[src/rtl/iter_divider.sv]
// iter_divider
// Multi-cycle radix-2 restoring divider for the EX stage div/divu requests.
// Produces one quotient bit per cycle and returns {remainder, quotient}.
//
// Ports:
//   clk           rising-edge clock
//   resetn        asynchronous active-low reset
//   signed_div_i  1 = signed divide, 0 = unsigned; sampled with the operands
//   opdata1_i     dividend
//   opdata2_i     divisor
//   start_i       request, held high by EX for the whole operation
//   annul_i       cancel the operation in flight
//   result_o      registered {remainder[63:32], quotient[31:0]}
//   ready_o       one-cycle pulse, result_o valid
//
// state   | meaning
// --------+-------------------------------------------------------------
// IDLE    | waiting for start_i; operands captured on the accepting edge
// ON      | iterating (cnt 0..31), then one finalize cycle (cnt == 32)
// DONE    | result_o committed, ready_o high for this cycle only
module iter_divider (
    input  logic        clk,
    input  logic        resetn,
    input  logic        signed_div_i,
    input  logic [31:0] opdata1_i,
    input  logic [31:0] opdata2_i,
    input  logic        start_i,
    input  logic        annul_i,
    output logic [63:0] result_o,
    output logic        ready_o
);

    typedef enum logic [1:0] {
        ST_IDLE = 2'd0,
        ST_ON   = 2'd1,
        ST_DONE = 2'd2
    } state_t;

    state_t      state_q, state_d;
    logic [5:0]  cnt_q, cnt_d;
    logic [31:0] rem_q, rem_d;
    logic [31:0] quo_q, quo_d;
    logic [31:0] dvs_q, dvs_d;
    logic        neg_quo_q, neg_quo_d;
    logic        neg_rem_q, neg_rem_d;
    logic [63:0] result_q, result_d;

    logic [31:0] abs_a;
    logic [31:0] abs_b;
    logic [31:0] rem_sh;
    logic [32:0] trial;

    assign abs_a = (signed_div_i && opdata1_i[31]) ? (~opdata1_i + 32'd1) : opdata1_i;
    assign abs_b = (signed_div_i && opdata2_i[31]) ? (~opdata2_i + 32'd1) : opdata2_i;

    // The bit shifted out of rem takes part in the trial subtraction so that
    // unsigned divisors above 2^31 still yield the exact quotient.
    assign rem_sh = {rem_q[30:0], quo_q[31]};
    assign trial  = {rem_q[31], rem_sh} - {1'b0, dvs_q};

    always_comb begin
        state_d   = state_q;
        cnt_d     = cnt_q;
        rem_d     = rem_q;
        quo_d     = quo_q;
        dvs_d     = dvs_q;
        neg_quo_d = neg_quo_q;
        neg_rem_d = neg_rem_q;
        result_d  = result_q;

        case (state_q)
            ST_IDLE: begin
                if (start_i && !annul_i) begin
                    state_d = ST_ON;
                    if (opdata2_i == 32'd0) begin
                        // Divide by zero: preload the finalize cycle so the
                        // result {dividend, all-ones} commits one edge later.
                        rem_d     = opdata1_i;
                        quo_d     = 32'hFFFF_FFFF;
                        dvs_d     = 32'd0;
                        neg_quo_d = 1'b0;
                        neg_rem_d = 1'b0;
                        cnt_d     = 6'd32;
                    end else begin
                        rem_d     = 32'd0;
                        quo_d     = abs_a;
                        dvs_d     = abs_b;
                        neg_quo_d = signed_div_i & (opdata1_i[31] ^ opdata2_i[31]);
                        neg_rem_d = signed_div_i & opdata1_i[31];
                        cnt_d     = 6'd0;
                    end
                end
            end

            ST_ON: begin
                if (annul_i || !start_i) begin
                    state_d = ST_IDLE;
                end else if (cnt_q[5]) begin
                    result_d[63:32] = neg_rem_q ? (~rem_q + 32'd1) : rem_q;
                    result_d[31:0]  = neg_quo_q ? (~quo_q + 32'd1) : quo_q;
                    state_d         = ST_DONE;
                end else begin
                    rem_d = trial[32] ? rem_sh : trial[31:0];
                    quo_d = {quo_q[30:0], ~trial[32]};
                    cnt_d = cnt_q + 6'd1;
                end
            end

            ST_DONE: begin
                state_d = ST_IDLE;
            end

            default: begin
                state_d = ST_IDLE;
            end
        endcase
    end

    always_ff @(posedge clk or negedge resetn) begin
        if (!resetn) begin
            state_q   <= ST_IDLE;
            cnt_q     <= 6'd0;
            rem_q     <= 32'd0;
            quo_q     <= 32'd0;
            dvs_q     <= 32'd0;
            neg_quo_q <= 1'b0;
            neg_rem_q <= 1'b0;
            result_q  <= 64'd0;
        end else begin
            state_q   <= state_d;
            cnt_q     <= cnt_d;
            rem_q     <= rem_d;
            quo_q     <= quo_d;
            dvs_q     <= dvs_d;
            neg_quo_q <= neg_quo_d;
            neg_rem_q <= neg_rem_d;
            result_q  <= result_d;
        end
    end

    assign result_o = result_q;
    assign ready_o  = (state_q == ST_DONE);

endmodule

[config.mk]
export PLATFORM = sky130hd
export DESIGN_NAME = iter_divider
export DESIGN_NICKNAME = d
export VERILOG_FILES = /design/src/rtl/iter_divider.sv
export SDC_FILE = /design/constraint.sdc
export NUM_CORES = 1
export LEC_CHECK = 0
export ABC_AREA = 1
export BUFFER_PORTS_ARGS = -buffer_cell sky130_fd_sc_hd__buf_2
export CORE_UTILIZATION = 55
export CTS_BUF_LIST = sky130_fd_sc_hd__clkbuf_8
export DETAILED_ROUTE_END_ITERATION = 8
export PLACE_DENSITY = 0.75
export SYNTH_ARGS = -nofsm -noshare
export SYNTH_HDL_FRONTEND = slang
export SYNTH_SLANG_ARGS = --single-unit
[constraint.sdc]
create_clock -name clk -period 5.3 [get_ports clk]
set_input_delay 0.265 -clock clk [delete_from_list [all_inputs] [get_ports clk]]
set_output_delay 0.265 -clock clk [all_outputs]
set_load 0.05 [all_outputs]
==> impl_metrics.toml, run 1 <==
[global_route]
grt_pass1_vias = 13144
grt_pass1_wl_um = 71050
antenna_found_initial = 1
grt_start_max_net_pins = 86
grt_usage_pct = 36.00
overflow = 0

[clocking]
cts_resized = 0
cts_buffers = 17
clock_latency_ns = 0.48
clock_path_buffers = 2
htree_levels = 4
post-cts-setup-buffers = 0
hold_buffers = 1
path_clk_slew_ns = 0.11
cts_tree = "built"
cts-root-buf = "clkbuf_8"
cts_sinks = 170

[power_and_ir_drop]
p_total_mw = 6.867
leakagePower_nw = 7.919
ir_drop_mv = 0.2854
p_per_area_mw_per_mm2 = 463.6

[run]
drv_cap = 0

[synthesis]
ys_types = 50
syn-instance-count = 2133
yosysSeqAreaShare_pct = 31.31
synth_edf_count = 0
synthFlopType = "dfrtp_1"
synth_fp_nets = 2240
synthArstFlopShare_pct = 100.0
avgSynthCellArea_um2 = 6.369
synth_area_mm2 = 0.01359
synth-seq-cells = 170
ys_warn_count = 0

[drt]
wl_met1_um = 19670
num_vias = 14204
routed_wl_um = 45070
wl_met2_um = 20030
dr_wl_met3_um = 3337
via_per_inst = 5.531
drc = 0
wl_per_cell_um = 17.55
drtIter0Drc = 1480
antenna_left = 0
drt_pass1_iterations = 5
highest_layer = "met4"

[min_path]
worst_hold_path_type = "input pin to flop"

[sta]
finalSetupViolations = 0
rsz0062_at_grt = "false"
tightest_slew_ns = 1.188
finalSetupTns_ns = 0
hold_viol_final = 0
max_slew_margin_pct = 20.66
fin_crit_sh_pct = 71.07
max_freq_ghz = 0.2655
finalMaxSlewViolations = 0
skew_ns = 0.02447
period_needed_ns = 3.767

[status]
status = "complete, no violations"

[die]
die_w_um = 159.2
num_rows = 57
die_y_um = 159.2
ios = 134
start_util_pct = 56.03
core_area_mm2 = 0.02425
dieArea_mm2 = 0.02533

[worst_setup_path]
crit_path_end_kind = "flop"
critPathLaunchType = "flop"
required_ns = 5.67
cp.arrival_ns = 4.14
worst-path-max-fanout = 65
worst-setup-path-type = "flop to flop"

[finish]
final_common_cell = "nand2_1"
synthToLayoutAreaGrowth_pct = 9.017
fin_nets = 2337
drive_gt1_share_pct = 10.08
final_cell_mix = "nand2_1 (624), inv_1 (320), nor2_1 (215), dfrtp_1 (170)"

[placed_design]
post-dp-hpwl_um = 35870
io_buffers = 133
place_congestion = 0.9876
## cell type report
type / instances / area, µm²
Antenna cell: 1 / 2.502
Clock buffer: 19 / 261.5
Clock inverter: 13 / 127.6
Fill cell: 2445 / 9438
Inverter: 338 / 1269
Multi-Input combinational cell: 1562 / 7756
Sequential cell: 170 / 4254
Tap cell: 324 / 405.4
Timing Repair Buffer: 141 / 734.5
## Yosys cell counts, types with 4 or more instances
cell type / number / share of area, %
nor2_4: 4 / 0.33
nand4_1: 39 / 1.8
nand3b_1: 4 / 0.22
or2_2: 7 / 0.32
o211ai_1: 7 / 0.39
ha_1: 37 / 3.4
buf_4: 8 / 0.44
nor4_1: 7 / 0.32
a31oi_1: 15 / 0.69
nand3_1: 132 / 4.9
o22ai_1: 10 / 0.46
nand2_1: 624 / 17
o31ai_1: 6 / 0.33
buf_2: 10 / 0.37
xnor2_1: 12 / 0.77
nor2_1: 216 / 6.0
nor2_2: 4 / 0.18
o21ai_1: 42 / 1.5
and2_1: 4 / 0.18
a21oi_1: 125 / 4.6
a22oi_1: 5 / 0.28
nor3_1: 34 / 1.3
xor2_1: 85 / 5.5
nand2_2: 8 / 0.37
buf_1: 5 / 0.14
clkbuf_1: 36 / 0.99
o21ai_0: 108 / 4.0
buf_6: 4 / 0.33
inv_2: 15 / 0.41
inv_1: 321 / 8.9
dfrtp_1: 170 / 31
## path summary, 6_finish.rpt
check	startpoint	endpoint	slack, ns	cells past startpoint
max in group asynchronous	resetn	rem_q[22]$_DFFE_PN0P_	3.55	3
worst min-delay path	annul_i	cnt_q[1]$_DFFE_PN0P_	0.10	4
min in group asynchronous	resetn	result_o[38]$_DFFE_PN0P_	0.39	2
worst max-delay path	state_q[0]$_DFFE_PN0P_	quo_q[20]$_DFFE_PN0P_	1.53	10
worst min register to register	result_o[21]$_DFFE_PN0P_	result_o[21]$_DFFE_PN0P_	0.48	2
worst max register to register	state_q[0]$_DFFE_PN0P_	quo_q[20]$_DFFE_PN0P_	1.53	10
## critical path: stages (launching register included)
cell and delay [ns]:
dfrtp_1 0.47, inv_2 0.09, nor2_8 0.65, inv_2 0.38
nor2_4 0.22, nand2_1 0.11, nand2_2 0.54, inv_2 0.65
a21oi_1 0.31, o21ai_1 0.10, o21ai_0 0.10
## routing by layer
| metal | vias up | global-route usage [%] |
|---|---|---|
| li1 | 6959 | - |
| met2 | 654 | 57.48 |
| met3 | 119 | 3.881 |
| met1 | 6472 | 49.64 |
| met5 | - | 0 |
| met4 | 0 | 15.47 |
## cells by family after synthesis
group | count (synthesis) | synth area share (%)
AO/OA/AOI/OAI | 328 | 12.88
XOR/XNOR | 97 | 6.253
adder cells (fa/ha/maj) | 38 | 3.555
buffers and inverters | 401 | 11.61
flip-flops | 170 | 31.31
AND/OR/NAND/NOR | 1099 | 34.38
## registers in the layout (all words and copies together), names as in the netlist
register,cells
quo_q,32
state_q,2
result_o,64
neg_quo_q,1
dvs_q,32
neg_rem_q,1
cnt_q,6
rem_q,32
## through the flow
| step | setup slack, ns | cells | hold WS, ns | util [%] | cell area, µm² |
|---|---|---|---|---|---|
| 2_1_floorplan | 2.995 | 2133 | -0.03059 | - | 13590 |
| 3_3_place_gp | 1.779 | 2534 | 0.3651 | 59.42 | 14410 |
| 3_5_place_dp | 1.672 | 2534 | 0.3691 | 59.42 | 14410 |
| 4_1_cts | 1.641 | 2567 | 0.1074 | 61.07 | 14810 |
| 5_1_grt | 1.242 | 2567 | 0.1350 | 61.07 | 14810 |
| 6_report | 1.533 | 2568 | 0.1018 | 61.08 | 14810 |
## where the power goes
group	leakage, nW	switching, mW	internal [mW]	total (mW)
sequential	2.14	0.379	1.65	2.03
clock	0.202	0.561	0.374	0.934
combinational	5.58	2.79	1.11	3.91
Note: power is estimated with default switching activity, not from simulation.
==> run 2, diff against run 1 <==
--- a/config.mk
+++ b/config.mk
@@ -10,7 +10,7 @@
 export CORE_UTILIZATION = 55
 export CTS_BUF_LIST = sky130_fd_sc_hd__clkbuf_8
 export DETAILED_ROUTE_END_ITERATION = 8
-export PLACE_DENSITY = 0.75
+export PLACE_DENSITY = 0.78
 export SYNTH_ARGS = -nofsm -noshare
 export SYNTH_HDL_FRONTEND = slang
 export SYNTH_SLANG_ARGS = --single-unit
==> constraint.sdc (replaced) <==
create_clock -name clk -period 3.4 [get_ports clk]
set_input_delay 0.17 -clock clk [delete_from_list [all_inputs] [get_ports clk]]
set_output_delay 0.17 -clock clk [all_outputs]
set_load 0.05 [all_outputs]
==> impl_metrics.toml, run 2 (synthesis results as in run 1) <==
[finish]
fin_util_pct = 61.45
final_cell_area_mm2 = 0.01490
fin_nets = 2349
final_common_cell = "nand2_1"
drive_gt1_share_pct = 10.51
final_cell_mix = "nand2_1 (624), inv_1 (321), nor2_1 (215), dfrtp_1 (170)"
layout.cells.non_filler = 2580
largest_register_ffs = 64
synthToLayoutAreaGrowth_pct = 9.679

[global_route]
grt_start_max_net_pins = 73
overflow = 0
grt_pass1_vias = 13390
grt_pass1_wl_um = 72160
grt_usage_pct = 36.56
antenna_found_initial = 0

[sta]
hold_viol_final = 0
period_needed_ns = 2.793
finalMaxSlewViolations = 0
holdWs_ns = 0.02460
skew_ns = 0.02871
tightest_slew_ns = 0.8347
fin_crit_sh_pct = 82.16
max_freq_ghz = 0.3580
max_slew_margin_pct = 44.35
rsz0062_at_grt = "false"
setup_ws_ns = 0.6066
finalSetupViolations = 0
finalSetupTns_ns = 0

[run]
drv_cap = 0

[worst_setup_path]
worst-setup-path-type = "flop to flop"
cp_slowest_stage_delay_ns = 0.42
cpMostUsedCell = "nand2_1"
path_buf_inv = 2
required_ns = 3.75
critPathLaunchType = "flop"
cp.arrival_ns = 3.15
r2r-start = "quo_q[31]$_DFFE_PN0P_"
worstPathCellList = "inv_1 > ha_1 > fa_1 > inv_1 > nand3_1 > nand2_1 > nand2_1 > nand2_1 > nand2_1 > nand2_2 > nand2_2 > nand2_2 > nand2_1 > nand2_2 > nand2_1 > nand3_1 > a21oi_1"
crit_path_end_kind = "flop"
crit_slowest_cell = "nand2_2"
cp_top_family = "simple AND/OR/NAND/NOR gates"
crit_start = "quo_q[31]$_DFFE_PN0P_"
worst-path-max-fanout = 27

[die]
num_rows = 57
dieArea_mm2 = 0.02533
ios = 134
start_util_pct = 56.03
core_area_mm2 = 0.02425
die_y_um = 159.2
die_w_um = 159.2

[min_path]
worst_hold_path_type = "input pin to flop"
worst_hold_startpoint = "annul_i"

[drt]
drc = 0
routed_wl_um = 45340
drtIter0Drc = 1348
num_vias = 14358
drt_pass1_iterations = 6
wl_per_cell_um = 17.57
antenna_left = 0
via_per_inst = 5.565

[placed_design]
dpl_cell_area_mm2 = 0.01451
place_congestion = 0.9931
io_buffers = 133
place_inst = 2546
post-dp-hpwl_um = 36010
pre_cts_slack_ns = 0.6681

[power_and_ir_drop]
ir_drop_mv = 0.3506
p_total_mw = 10.69
leakagePower_nw = 7.967
p_per_area_mw_per_mm2 = 717.2

[clocking]
htree_levels = 4
path_clk_slew_ns = 0.11
cts_buffers = 17
cts_sinks = 170
cts_resized = 0
clock_latency_ns = 0.48
hold_buffers = 1
post-cts-setup-buffers = 0
clock_path_buffers = 2
cts-root-buf = "clkbuf_8"
cts_tree = "built"

[status]
status = "complete, no violations"
==> run 2: changes by cell type in the layout (fill, tap and decap cells not counted), sizes merged <==
cell,delta
clkinvlp,+3
clkinv,-5
buf,+12
clkbuf,-1
inv,+3
==> run 2: tightest hold or removal path: stages <==
cell     delay, ns
buf_2         0.09
nor2_2        0.05
nand3_1       0.07
o21ai_0       0.08
==> run 2: layout make-up <==
type	instances	area, µm²
flip-flops and latches	170	4254
multi-input cells	1562	7756
well taps	324	405.4
clock buffers	18	247.7
fillers	2471	9348
inverters	338	1269
diodes	1	2.502
repair buffers	153	837.1
clock inverters	14	128.9
==> run 2: final timing paths <==
kind,slack (ns),depth (start not counted),endpoint
worst max-delay path,0.61,17,rem_q[19]$_DFFE_PN0P_
worst min-delay path,0.02,4,cnt_q[1]$_DFFE_PN0P_
worst max register to register,0.61,17,rem_q[19]$_DFFE_PN0P_
worst min register to register,0.49,2,result_o[35]$_DFFE_PN0P_
max in group asynchronous,2.34,3,rem_q[8]$_DFFE_PN0P_
min in group asynchronous,0.21,2,result_o[41]$_DFFE_PN0P_
==> run 2: report_power, final <==
group          switching [mW]  internal [mW]
Clock                   0.907          0.562
Sequential              0.582           2.57
Combinational            4.31           1.76
==> run 2: routing by layer <==
| layer | vias up | global-route usage (%) | share of wire [%] |
|---|---|---|---|
| li1 | 6989 | - | - |
| met1 | 6648 | 51.89 | 44 |
| met2 | 628 | 57.50 | 44 |
| met3 | 93 | 3.308 | 7.5 |
| met4 | 0 | 14.90 | 3.7 |
| met5 | - | 0 | 0 |
==> run 3, diff against run 2 <==
--- a/config.mk
+++ b/config.mk
@@ -10,7 +10,7 @@
 export CORE_UTILIZATION = 55
 export CTS_BUF_LIST = sky130_fd_sc_hd__clkbuf_8
 export DETAILED_ROUTE_END_ITERATION = 8
-export PLACE_DENSITY = 0.78
+export PLACE_DENSITY = 0.75
 export SYNTH_ARGS = -nofsm -noshare
 export SYNTH_HDL_FRONTEND = slang
 export SYNTH_SLANG_ARGS = --single-unit
==> constraint.sdc (replaced) <==
create_clock -name clk -period 2.6 [get_ports clk]
set_input_delay 0.13 -clock clk [delete_from_list [all_inputs] [get_ports clk]]
set_output_delay 0.13 -clock clk [all_outputs]
set_load 0.05 [all_outputs]
==> impl_metrics.toml, run 3 (synthesis results as in run 1) <==
[status]
status = "complete, no violations"

[placed_design]
place_congestion = 0.9910
pre_cts_slack_ns = 0.09744
io_buffers = 133
post-dp-hpwl_um = 36540
place_inst = 2582

[finish]
final_common_cell = "nand2_1"
largest_register_ffs = 64
layout.cells.non_filler = 2626
final_cell_mix = "nand2_1 (624), inv_1 (321), nor2_1 (214), dfrtp_1 (168), buf_2 (132)"
drive_gt1_share_pct = 12.29
fin_util_pct = 63.60
antennaDiodeCount = 0
fin_nets = 2397
synthToLayoutAreaGrowth_pct = 13.52

[global_route]
grt_pass1_vias = 13426
gr-usage-met1_pct = 53.41
overflow = 0
grt_usage_pct = 36.61
top_usage_layer = "met2"
use_met2_pct = 55.74
antenna_found_initial = 0
grt_start_max_net_pins = 83
met3_usage_pct = 3.074
grt_pass1_wl_um = 72240

[drt]
antenna_left = 0
wl_per_cell_um = 17.46
drtIter0Drc = 1642
drc = 0
num_vias = 14463
via_per_inst = 5.508
routed_wl_um = 45850
drt_pass1_iterations = 7

[die]
dieArea_mm2 = 0.02533
die_y_um = 159.2
core_area_mm2 = 0.02425
ios = 134
num_rows = 57
start_util_pct = 56.03
die_w_um = 159.2

[sta]
holdWs_ns = 0.01483
finalSetupViolations = 0
fin_crit_sh_pct = 93.88
period_needed_ns = 2.441
setup_ws_ns = 0.1592
tightest_slew_ns = 0.6921
max_slew_margin_pct = 53.86
finalSetupTns_ns = 0
skew_ns = 0.02749
hold_viol_final = 0
finalMaxSlewViolations = 0
max_freq_ghz = 0.4097
rsz0062_at_grt = "false"

[clocking]
cts-root-buf = "clkbuf_8"
cts_buffers = 17
cts_tree = "built"
htree_levels = 4
cts_sinks = 170
path_clk_slew_ns = 0.10
clock_path_buffers = 2
clock_latency_ns = 0.48

[worst_setup_path]
worst-setup-path-type = "flop to flop"
crit_start = "rem_q[25]$_DFFE_PN0P_"
r2r_end = "rem_q[4]$_DFFE_PN0P_"
cp.arrival_ns = 2.83
crit_path_end_kind = "flop"
r2r_slack_ns = 0.16
rr_worst_depth = 14
required_ns = 2.99
r2r-start = "rem_q[25]$_DFFE_PN0P_"
critPathLaunchType = "flop"
worst-path-max-fanout = 16
crit_path_end = "rem_q[4]$_DFFE_PN0P_"

[run]
drv_cap = 0

[power_and_ir_drop]
p_per_area_mw_per_mm2 = 943.5
ir_drop_mv = 0.5347
leakagePower_nw = 8.237

[min_path]
worst_hold_path_type = "input pin to flop"
min_path_cells = 3
==> run 3: changes by cell type in the layout (fill, tap and decap cells not counted), sizes merged <==
cell,before,now
nand2,633,635
bufinv,0,2
buf,152,189
diode,1,0
clkbuf,18,17
clkinv,2,3
dlygate4sd3,1,10
inv,347,344
==> run 3: where the power goes <==
group | switching (mW) | leakage (nW) | internal (mW)
Sequential | 0.630 | 2.14 | 3.36
Clock | 1.14 | 0.195 | 0.875
Combinational | 5.95 | 5.90 | 2.59
==> run 3: per-layer routing <==
layer  wire [µm]  up-vias
met5           0        -
met4        1884        0
met3        3409      100
met2       19720      633
met1       20830     6650
li1            -     7080
==> run 3: worst max-delay path: stages, from the launching register on <==
cell and delay [ns]:
dfrtp_1 0.50, ha_1 0.42, nand2_1 0.12, inv_2 0.04, nand2_1 0.09, inv_2 0.04
nand2_1 0.09, inv_1 0.08, a21oi_4 0.21, nand2_2 0.11, nand2_4 0.15, nand2_4 0.17
nand2_1 0.11, nand3_1 0.06, a21oi_1 0.16
==> run 3: cell type report <==
type	count	area, µm²
clock buffer	17	234.0
clock inverter	14	161.4
fill	2334	8826
inverter	338	1269
multi-input combinational	1564	7829
sequential	170	4257
tap	324	405.4
timing repair buffer	199	1267
==> run 3: how the worst min path moves through the flow <==
stage                        startpoint                       end  slack, ns
final                     opdata2_i[16]     dvs_q[16]$_DFFE_PN0P_       0.01
after global routing      opdata2_i[22]     dvs_q[22]$_DFFE_PN0P_       0.02
after CTS                  opdata2_i[4]      dvs_q[4]$_DFFE_PN0P_      0.002
after detailed placement         resetn  result_o[48]$_DFFE_PN0P_       0.05
after global placement           resetn  result_o[44]$_DFFE_PN0P_       0.05
after floorplan                  resetn      cnt_q[0]$_DFFE_PN0P_      -0.17
==> run 3: timing repair <==
action	in CTS	in global routing
endpoints found under the setup margin	0	32
buffers inserted	0	1
hold buffers	10	0
gates resized for setup	0	12
endpoints found under the hold margin	180	0
==> run 3: per-stage QoR <==
stage	cell area, µm²	power, mW
after floorplan	13590	9.730
after global placement	14840	12.16
after detailed placement	14840	12.25
after CTS	15340	14.28
after global routing	15420	15.64
final	15420	14.55
